`config.mk`:
```
export PLATFORM = sky130hd
export DESIGN_NAME = gshare_branch_predictor
export DESIGN_NICKNAME = d
export VERILOG_FILES = /design/src/rtl/bp_pkg.sv /design/src/rtl/btb_cam.sv /design/src/rtl/gshare_branch_predictor.sv
export SDC_FILE = /design/constraint.sdc
export NUM_CORES = 1
export LEC_CHECK = 0
export CAP_MARGIN = 10
export CORE_UTILIZATION = 32
export DETAILED_ROUTE_END_ITERATION = 12
export SLEW_MARGIN = 30
export SYNTH_ARGS = -nofsm -noshare
export SYNTH_HDL_FRONTEND = slang
export SYNTH_SLANG_ARGS = --single-unit
```
`constraint.sdc`:
```
create_clock -name clk -period 20.7 [get_ports clk]
set_clock_uncertainty 0.15 [all_clocks]
set_input_delay 4.14 -clock clk [delete_from_list [all_inputs] [get_ports clk]]
set_output_delay 4.14 -clock clk [all_outputs]
set_load 0.01 [all_outputs]
```
`src/rtl/bp_pkg.sv`:
```
// bp_pkg: shared gshare predictor types: 2-bit counter + SNT/WNT/WT/ST, pcsrcd encodings, BTB entry struct, counter step helper
package bp_pkg;
  localparam int ADDR_MAX = 32;
  typedef logic [1:0] ctr_t;
  localparam ctr_t SNT = 2'b00;
  localparam ctr_t WNT = 2'b01;
  localparam ctr_t WT  = 2'b10;
  localparam ctr_t ST  = 2'b11;
  localparam logic [1:0] SRC_SEQ = 2'b00;
  localparam logic [1:0] SRC_BR  = 2'b01;
  localparam logic [1:0] SRC_JMP = 2'b10;
  localparam logic [1:0] SRC_ILL = 2'b11;
  typedef struct packed {
    logic                valid;
    logic                jump;
    logic [ADDR_MAX-1:0] tag;
    logic [ADDR_MAX-1:0] target;
  } btb_entry_t;
  function automatic ctr_t ctr_next(input ctr_t c, input logic up);
    return up ? (c == ST ? ST : c + 2'd1) : (c == SNT ? SNT : c - 2'd1);
  endfunction
endpackage

```
`src/rtl/btb_cam.sv`:
```
// btb_cam: fully associative BTB; fetch port fkey->fhit/fjump/ftarget, decode port dkey with write we/wjump/wtarget (overwrite on hit, else round-robin allocate)
module btb_cam
  import bp_pkg::*;
#(
  parameter int WIDTH   = 32,
  parameter int ENTRIES = 8
) (
  input  logic             clk,
  input  logic             reset,
  input  logic [WIDTH-1:0] fkey,
  output logic             fhit,
  output logic             fjump,
  output logic [WIDTH-1:0] ftarget,
  input  logic [WIDTH-1:0] dkey,
  input  logic             we,
  input  logic             wjump,
  input  logic [WIDTH-1:0] wtarget
);
  localparam int PW = $clog2(ENTRIES);
  btb_entry_t mem [ENTRIES];
  logic [PW-1:0] ptr, dsel;
  logic dhit;
  always_comb begin
    fhit = 1'b0;
    fjump = 1'b0;
    ftarget = '0;
    dhit = 1'b0;
    dsel = '0;
    for (int i = 0; i < ENTRIES; i++) begin
      if (mem[i].valid && mem[i].tag == ADDR_MAX'(fkey)) begin
        fhit = 1'b1;
        fjump = mem[i].jump;
        ftarget = WIDTH'(mem[i].target);
      end
      if (mem[i].valid && mem[i].tag == ADDR_MAX'(dkey)) begin
        dhit = 1'b1;
        dsel = PW'(i);
      end
    end
  end
  always_ff @(posedge clk)
    if (reset) begin
      ptr <= '0;
      for (int i = 0; i < ENTRIES; i++) mem[i].valid <= 1'b0;
    end else if (we) begin
      mem[dhit ? dsel : ptr] <= '{valid: 1'b1, jump: wjump, tag: ADDR_MAX'(dkey), target: ADDR_MAX'(wtarget)};
      if (!dhit) ptr <= ptr == PW'(ENTRIES - 1) ? '0 : ptr + 1'b1;
    end
endmodule

```
`src/rtl/gshare_branch_predictor.sv`:
```
// gshare_branch_predictor: BTB + gshare PHT fetch predictor; in originalpc/pcd/pcbranchd/pcsrcd/branchd/stalld, out pcnext (next fetch PC) and clrbp (mispredict flush)
module gshare_branch_predictor
  import bp_pkg::*;
#(
  parameter int WIDTH    = 32,
  parameter int ENTRIES  = 8,
  parameter int GHR_BITS = 4,
  parameter int PC_INC   = 4
) (
  input  logic             clk,
  input  logic             reset,
  input  logic [WIDTH-1:0] originalpc,
  input  logic [WIDTH-1:0] pcd,
  input  logic [WIDTH-1:0] pcbranchd,
  input  logic [1:0]       pcsrcd,
  input  logic             branchd,
  input  logic             stalld,
  output logic [WIDTH-1:0] pcnext,
  output logic             clrbp
);
  ctr_t pht [1 << GHR_BITS];
  logic [GHR_BITS-1:0] ghr, idx, s_idx;
  logic s_valid, s_taken, fhit, fjump, predtaken, chk, act;
  logic [WIDTH-1:0] ftarget, s_target, cpc;
  assign idx = originalpc[GHR_BITS-1:0] ^ ghr;
  // reset gating keeps outputs clean while storage is still being cleared
  assign predtaken = ~reset & fhit & (fjump | pht[idx][1]);
  assign chk = ~reset & s_valid & ~stalld;
  assign act = pcsrcd != SRC_SEQ;
  assign clrbp = chk & ((s_taken != act) | (s_taken & act & (s_target != pcbranchd)));
  assign cpc = act ? pcbranchd : pcd + WIDTH'(PC_INC);
  assign pcnext = clrbp ? cpc : predtaken ? ftarget : originalpc;
  btb_cam #(.WIDTH(WIDTH), .ENTRIES(ENTRIES)) u_btb (
    .clk,
    .reset,
    .fkey(originalpc),
    .fhit,
    .fjump,
    .ftarget,
    .dkey(pcd),
    .we(chk & act),
    .wjump(pcsrcd inside {SRC_JMP, SRC_ILL}),
    .wtarget(pcbranchd)
  );
  always_ff @(posedge clk)
    if (reset) begin
      s_valid <= 1'b0;
      ghr <= '0;
      for (int i = 0; i < (1 << GHR_BITS); i++) pht[i] <= WNT;
    end else if (!stalld) begin
      s_valid <= ~clrbp;
      s_taken <= predtaken;
      s_target <= ftarget;
      s_idx <= idx;
      if (chk & branchd) begin
        pht[s_idx] <= ctr_next(pht[s_idx], act);
        ghr <= {ghr[GHR_BITS-2:0], act};
      end
    end
endmodule

```
==> results.py, run 1 <==
metrics = {
    "run": {
        "drv_cap": 0,
    },
    "worst_setup_path": {
        "critical_path.top_delay_family": "buffers and inverters",
        "reg2reg_depth": 10,
        "arrival_ns": 9.95,
        "setup.worst_path.start_class": "primary input",
        "r2r-end": "u_btb.mem[0][6]",
        "worstSetupPathType": "primary input to output port",
        "end_kind": "output port",
        "cp_cell_sequence": "clkdlybuf4s50_1, xnor2_1, nand4_1, nor4_1, nand3_1, nand2_1, buf_4, o41ai_1, a221oi_4, buf_4, nand4_1, nand3_1, clkdlybuf4s50_1",
        "crit_path_max_incr_delay_ns": 0.93,
        "critPathSlowestCell": "clkdlybuf4s50_1",
        "path_max_fanout": 61,
        "reg2reg_slack_ns": 15.93,
        "worstPathRequired_ns": 16.41,
        "cp_num_cells": 13,
        "path_buf_inv": 4,
        "crit-reg2reg-launch": "u_btb.mem[0][40]",
    },
    "floorplanning": {
        "die_w_um": 324,
        "initial_core_util_pct": 32.4,
        "dieArea_mm2": 0.105,
        "num_io_pins": 135,
        "die_h_um": 324,
        "rows": 117,
        "core_mm2": 0.102,
    },
    "synthesis": {
        "syn_area_mm2": 0.0332,
        "synth-seq-cells": 609,
        "synth_ff_type": "edfxtp_1",
        "synth_nets": 2999,
        "synth.most_common_cell": "edfxtp_1",
        "avgSynthCellArea_um2": 11.5,
        "yosys.area.top_type_share_pct": 53.3,
        "ys_seq_area_share_pct": 54.6,
        "synth.top_cells.by_count": "edfxtp_1, xnor2_1, xor2_1",
        "synth-edff-count": 589,
        "ys_async_sr_fraction_pct": 0,
        "synth_top_cell_by_area": "edfxtp_1",
        "yosysWarnings": 0,
        "synth_area_leaders": "edfxtp_1, xnor2_1, xor2_1",
        "synth_cell_types": 73,
        "synth_cells": 2893,
    },
    "drt": {
        "vias": 27402,
        "finalWirelength_um": 143000,
        "wl_per_cell_um": 32.3,
        "vias_per_cell": 6.20,
        "dr.pass1.iters": 8,
        "drt-initial-drc-count": 4955,
        "drc": 0,
        "antenna_left": 0,
    },
    "cts": {
        "post_cts_resized": 0,
        "cts-root-buf": "clkbuf_16",
        "holdBufCountCts": 0,
        "post_cts_buffers": 0,
        "clkTransAtPathRegs_ns": 0.06,
        "cts.htree.levels": 3,
        "cts_tree": "done",
        "clk_latency_ns": 0.63,
        "cts_sinks": 609,
        "cts_max_path_buffers": 3,
        "cts-buffers-inserted": 71,
    },
    "hold_path": {
        "hold_class": "flip-flop to flip-flop",
        "hold_depth": 2,
        "hp-start": "ghr[2]",
        "min_to": "ghr[3]",
    },
    "placed_design": {
        "place_inst": 4286,
        "gp_congestion": 0.958,
        "io_buffers": 134,
        "dp_hpwl_um": 86900,
    },
    "outcome": {
        "outcome": "finished, final reports clean",
    },
    "sta": {
        "fin_crit_ns": 14.24,
        "worst_slew_pin_slew_ns": 0.998,
        "period_share_pct": 68.8,
        "max_slew_margin_pct": 32.9,
        "hold_violations": 0,
        "setup_viol": 0,
        "max_freq_mhz": 70.2,
        "tns_ns": 0,
        "drv_slew": 0,
        "rsz0062_at_grt": "no",
    },
    "global_route": {
        "antenna_found_initial": 6,
        "grt_usage_pct": 26.6,
        "gr-total-overflow": 0,
        "grt_pass1_vias": 26237,
        "grt_max_degree": 66,
        "grt_pass1_wl_um": 196000,
    },
    "layout": {
        "drive_gt1_share_pct": 9.16,
        "area_growth_pct": 16.8,
        "nNetsFinal": 3100,
        "layout.cells.non_filler": 4417,
    },
    "power": {
        "power.leakage_uw": 0.0121,
        "ir_drop_v": 0.0000606,
        "p_per_area_mw_per_mm2": 73.6,
    },
}
per-layer routing:
layer	track usage, %	vias up	wire [um]
met3	5.56	484	17300
met4	13.3	0	7580
met2	40.7	2196	62200
li1	-	11250	-
met1	35.6	13472	55700
met5	0	-	0
sequential cells by signal, indices dropped and copies added, names as in the netlist, named ones only:
register   count
s_taken        1
u_btb.ptr      3
s_target      32
s_valid        1
pht           32
s_idx          4
ghr            4
u_btb.mem    528
through the flow:
step | utilization [%] | hold slack [ns] | power [uW] | instance area [um^2] | worst slack, ns
2_1_floorplan | - | 0.290 | 1500 | 33200 | 8.98
3_3_place_gp | 35.6 | 0.320 | 1630 | 36300 | 6.63
3_5_place_dp | 35.6 | 0.326 | 1630 | 36400 | 6.66
4_1_cts | 37.8 | 0.336 | 2850 | 38600 | 6.65
5_1_grt | 37.9 | 0.354 | 2910 | 38700 | 6.44
6_report | 37.9 | 0.334 | 2850 | 38700 | 6.46
how the worst max path moves through the flow:
stage                       endpoint     startpoint
final                     pcnext[22]  originalpc[8]
after global routing      pcnext[22]  originalpc[8]
after CTS                 pcnext[31]  originalpc[0]
after detailed placement  pcnext[31]  originalpc[0]
after global placement    pcnext[31]  originalpc[8]
after floorplan           pcnext[20]         stalld
worst reg2reg max path: stages, from the launching register on:
cell and delay [ns]:
edfxtp_1 0.48, xor2_1 0.21, nor4_1 0.72, nand4_1 0.16, nor4_1 0.50, nor2_1 0.13, a21boi_0 0.31, o211ai_1 0.21
nand2b_1 0.34, nor2_4 0.45, buf_4 0.68
where the power goes:
| group | internal (uW) | switching, uW |
|---|---|---|
| Combinational | 81.5 | 168 |
| Sequential | 1360 | 6.86 |
| Clock | 709 | 524 |
cells by family (layout without fill, tap and decap cells):
group / count (synthesis) / count (layout) / synth area share [%]
flops: 609 / 609 / 54.6
compound gates: 562 / 562 / 11.9
simple gates: 872 / 872 / 14.2
buf+inv: 258 / 411 / 3.02
fa+ha+maj: 6 / 6 / 0.211
xor+xnor: 559 / 559 / 14.8
mux: 27 / 27 / 1.32
other cells: 0 / 3 / 0
cell usage in the layout (no fill, tap or decap), drive strengths merged, types with 29 or more instances in the layout:
| master | n |
|---|---|
| a211oi | 30 |
| a21boi | 30 |
| a21o | 29 |
| a21oi | 72 |
| buf | 122 |
| clkbuf | 90 |
| clkdlybuf4s50 | 133 |
| edfxtp | 589 |
| inv | 35 |
| nand2 | 180 |
| nand3 | 82 |
| nand4 | 222 |
| nor2 | 123 |
| nor4 | 85 |
| o211ai | 90 |
| o21ai | 143 |
| xnor2 | 281 |
| xor2 | 278 |
cell type report:
type / instances / area (um^2)
Clock buffer: 90 / 1890
Sequential cell: 609 / 18100
Fill cell: 9896 / 63500
Tap cell: 1368 / 1710
Inverter: 31 / 119
Antenna cell: 3 / 7.51
Timing Repair Buffer: 255 / 2360
Multi-Input combinational cell: 2026 / 14200
Clock inverter: 35 / 323
(Power assumes the default switching activity.)
==> inputs of run 2 (changes only) <==
==> constraint.sdc (replaced) <==
create_clock -name clk -period 13.6 [get_ports clk]
set_clock_uncertainty 0.15 [all_clocks]
set_input_delay 2.72 -clock clk [delete_from_list [all_inputs] [get_ports clk]]
set_output_delay 2.72 -clock clk [all_outputs]
set_load 0.01 [all_outputs]
==> results.py, run 2 (same netlist as run 1, synthesis figures left out) <==
metrics = {
    "placed_design": {
        "dp_hpwl_um": 88100,
        "gp_congestion": 0.971,
        "io_buffers": 134,
    },
    "global_route": {
        "grt_usage_pct": 26.3,
        "grt_pass1_vias": 26285,
        "gr-total-overflow": 0,
        "grt_max_degree": 66,
        "grt_pass1_wl_um": 196000,
        "antenna_found_initial": 6,
    },
    "layout": {
        "drive_gt1_share_pct": 9.28,
        "utilization_pct": 38.0,
        "area_growth_pct": 17.0,
        "largest_reg_flops": 528,
        "final_cell_mix": "edfxtp_1, xnor2_1, xor2_1",
        "largestRegisters": "u_btb.mem (528), pht (32), s_target (32)",
        "fillers": 9956,
        "layout_commonest_cell": "edfxtp_1",
        "nNetsFinal": 3101,
        "regMostFlops": "u_btb.mem",
    },
    "floorplanning": {
        "initial_core_util_pct": 32.4,
        "dieArea_mm2": 0.105,
        "core_mm2": 0.102,
        "die_w_um": 324,
        "die_h_um": 324,
        "rows": 117,
        "num_io_pins": 135,
    },
    "drt": {
        "finalWirelength_um": 140000,
        "drc": 0,
        "antenna_left": 0,
        "vias_per_cell": 6.18,
        "drt-initial-drc-count": 4293,
        "dr.pass1.iters": 6,
        "vias": 27320,
        "wl_per_cell_um": 31.8,
    },
    "sta": {
        "fin_crit_ns": 11.23,
        "setup_viol": 0,
        "worst_slew_pin_slew_ns": 1.11,
        "tns_ns": 0,
        "rsz0062_at_grt": "no",
        "drv_slew": 0,
        "period_share_pct": 82.5,
        "max_slew_margin_pct": 25.6,
        "max_freq_mhz": 89.1,
        "hold_violations": 0,
    },
    "worst_setup_path": {
        "path_buf_inv": 6,
        "worstPathRequired_ns": 10.73,
        "path_max_fanout": 30,
        "reg2reg_slack_ns": 8.09,
        "worstSetupPathType": "primary input to output port",
        "reg2reg_depth": 11,
        "critical_path.top_delay_family": "buffers and inverters",
        "end_kind": "output port",
        "cp_num_cells": 14,
        "cp_cell_sequence": "clkdlybuf4s50_1, buf_4, xnor2_1, nand4_1, nor4_1, and2_1, buf_4, nand3_1, o221ai_1, a221oi_4, buf_6, buf_4, o211ai_1, clkdlybuf4s50_1",
        "critPathSlowestCell": "clkdlybuf4s50_1",
        "arrival_ns": 8.36,
        "crit_path_max_incr_delay_ns": 0.88,
        "path_common_cell": "buf_4",
        "setup.worst_path.start_class": "primary input",
    },
    "cts": {
        "cts-root-buf": "clkbuf_16",
        "clk_latency_ns": 0.62,
        "post_cts_resized": 0,
        "holdBufCountCts": 0,
        "cts-buffers-inserted": 70,
        "post_cts_buffers": 0,
        "cts.htree.levels": 3,
        "cts_sinks": 609,
        "clkTransAtPathRegs_ns": 0.06,
        "cts_tree": "done",
        "cts_max_path_buffers": 3,
    },
    "hold_path": {
        "hold_depth": 2,
        "hold_class": "flip-flop to flip-flop",
    },
    "run": {
        "drv_cap": 0,
    },
    "power": {
        "p_per_area_mw_per_mm2": 114,
        "power.leakage_uw": 0.0121,
        "ir_drop_v": 0.0000876,
    },
    "outcome": {
        "outcome": "finished, final reports clean",
    },
}
## run 2: per-layer routing
layer	track usage (%)	wire length [um]
met5	0	29
met4	13.3	7490
met3	6.26	17600
met1	35.1	54300
met2	39.7	61200
## run 2: worst reg2reg max path, delay by kind of cell (launching register included)
kind                   cells  cell delay [ns]
AND/OR/NAND/NOR            4             1.91
buffers and inverters      3             1.30
flip-flops                 1             0.44
XOR/XNOR                   1             0.19
AO/OA/AOI/OAI              3             0.96
## run 2: area by class of cell
| class | count | area [um^2] | share of cell area, % |
|---|---|---|---|
| diodes | 3 | 7.51 | 0.0193 |
| clock buffers | 87 | 1870 | 4.81 |
| clock inverters | 38 | 469 | 1.21 |
| inverters | 31 | 119 | 0.306 |
| multi-input cells | 2026 | 14200 | 36.6 |
| flip-flops and latches | 609 | 18100 | 46.6 |
| well taps | 1368 | 1710 | 4.41 |
| repair buffers | 257 | 2340 | 6.03 |
## run 2: path summary, 6_finish.rpt
path	startpoint	endpoint
worst min-delay path	ghr[3]	ghr[3]
worst min register to register	ghr[3]	ghr[3]
worst max register to register	u_btb.mem[1][47]	u_btb.mem[7][44]
worst max-delay path	originalpc[16]	pcnext[31]
## run 2: through the flow
stage                     cells  hold WS, ns  cell area (um^2)  total power [uW]  setup WS, ns
after floorplan            2893        0.290             33200              2280          4.72
after detailed placement   4288        0.315             36400              2480          2.42
after global routing       4418        0.356             38800              4520          2.38
after global placement     4286        0.306             36300              2480          2.50
final                      4419        0.323             38800              4430          2.37
after CTS                  4413        0.324             38700              4430          2.42
## run 2: where the power goes
| part | internal [uW] | switching [uW] | leakage (uW) |
|---|---|---|---|
| Sequential | 2070 | 10.8 | 0.00547 |
| Clock | 1170 | 801 | 0.00115 |
| Combinational | 124 | 252 | 0.00553 |
| Total | 3360 | 1060 | 0.0121 |
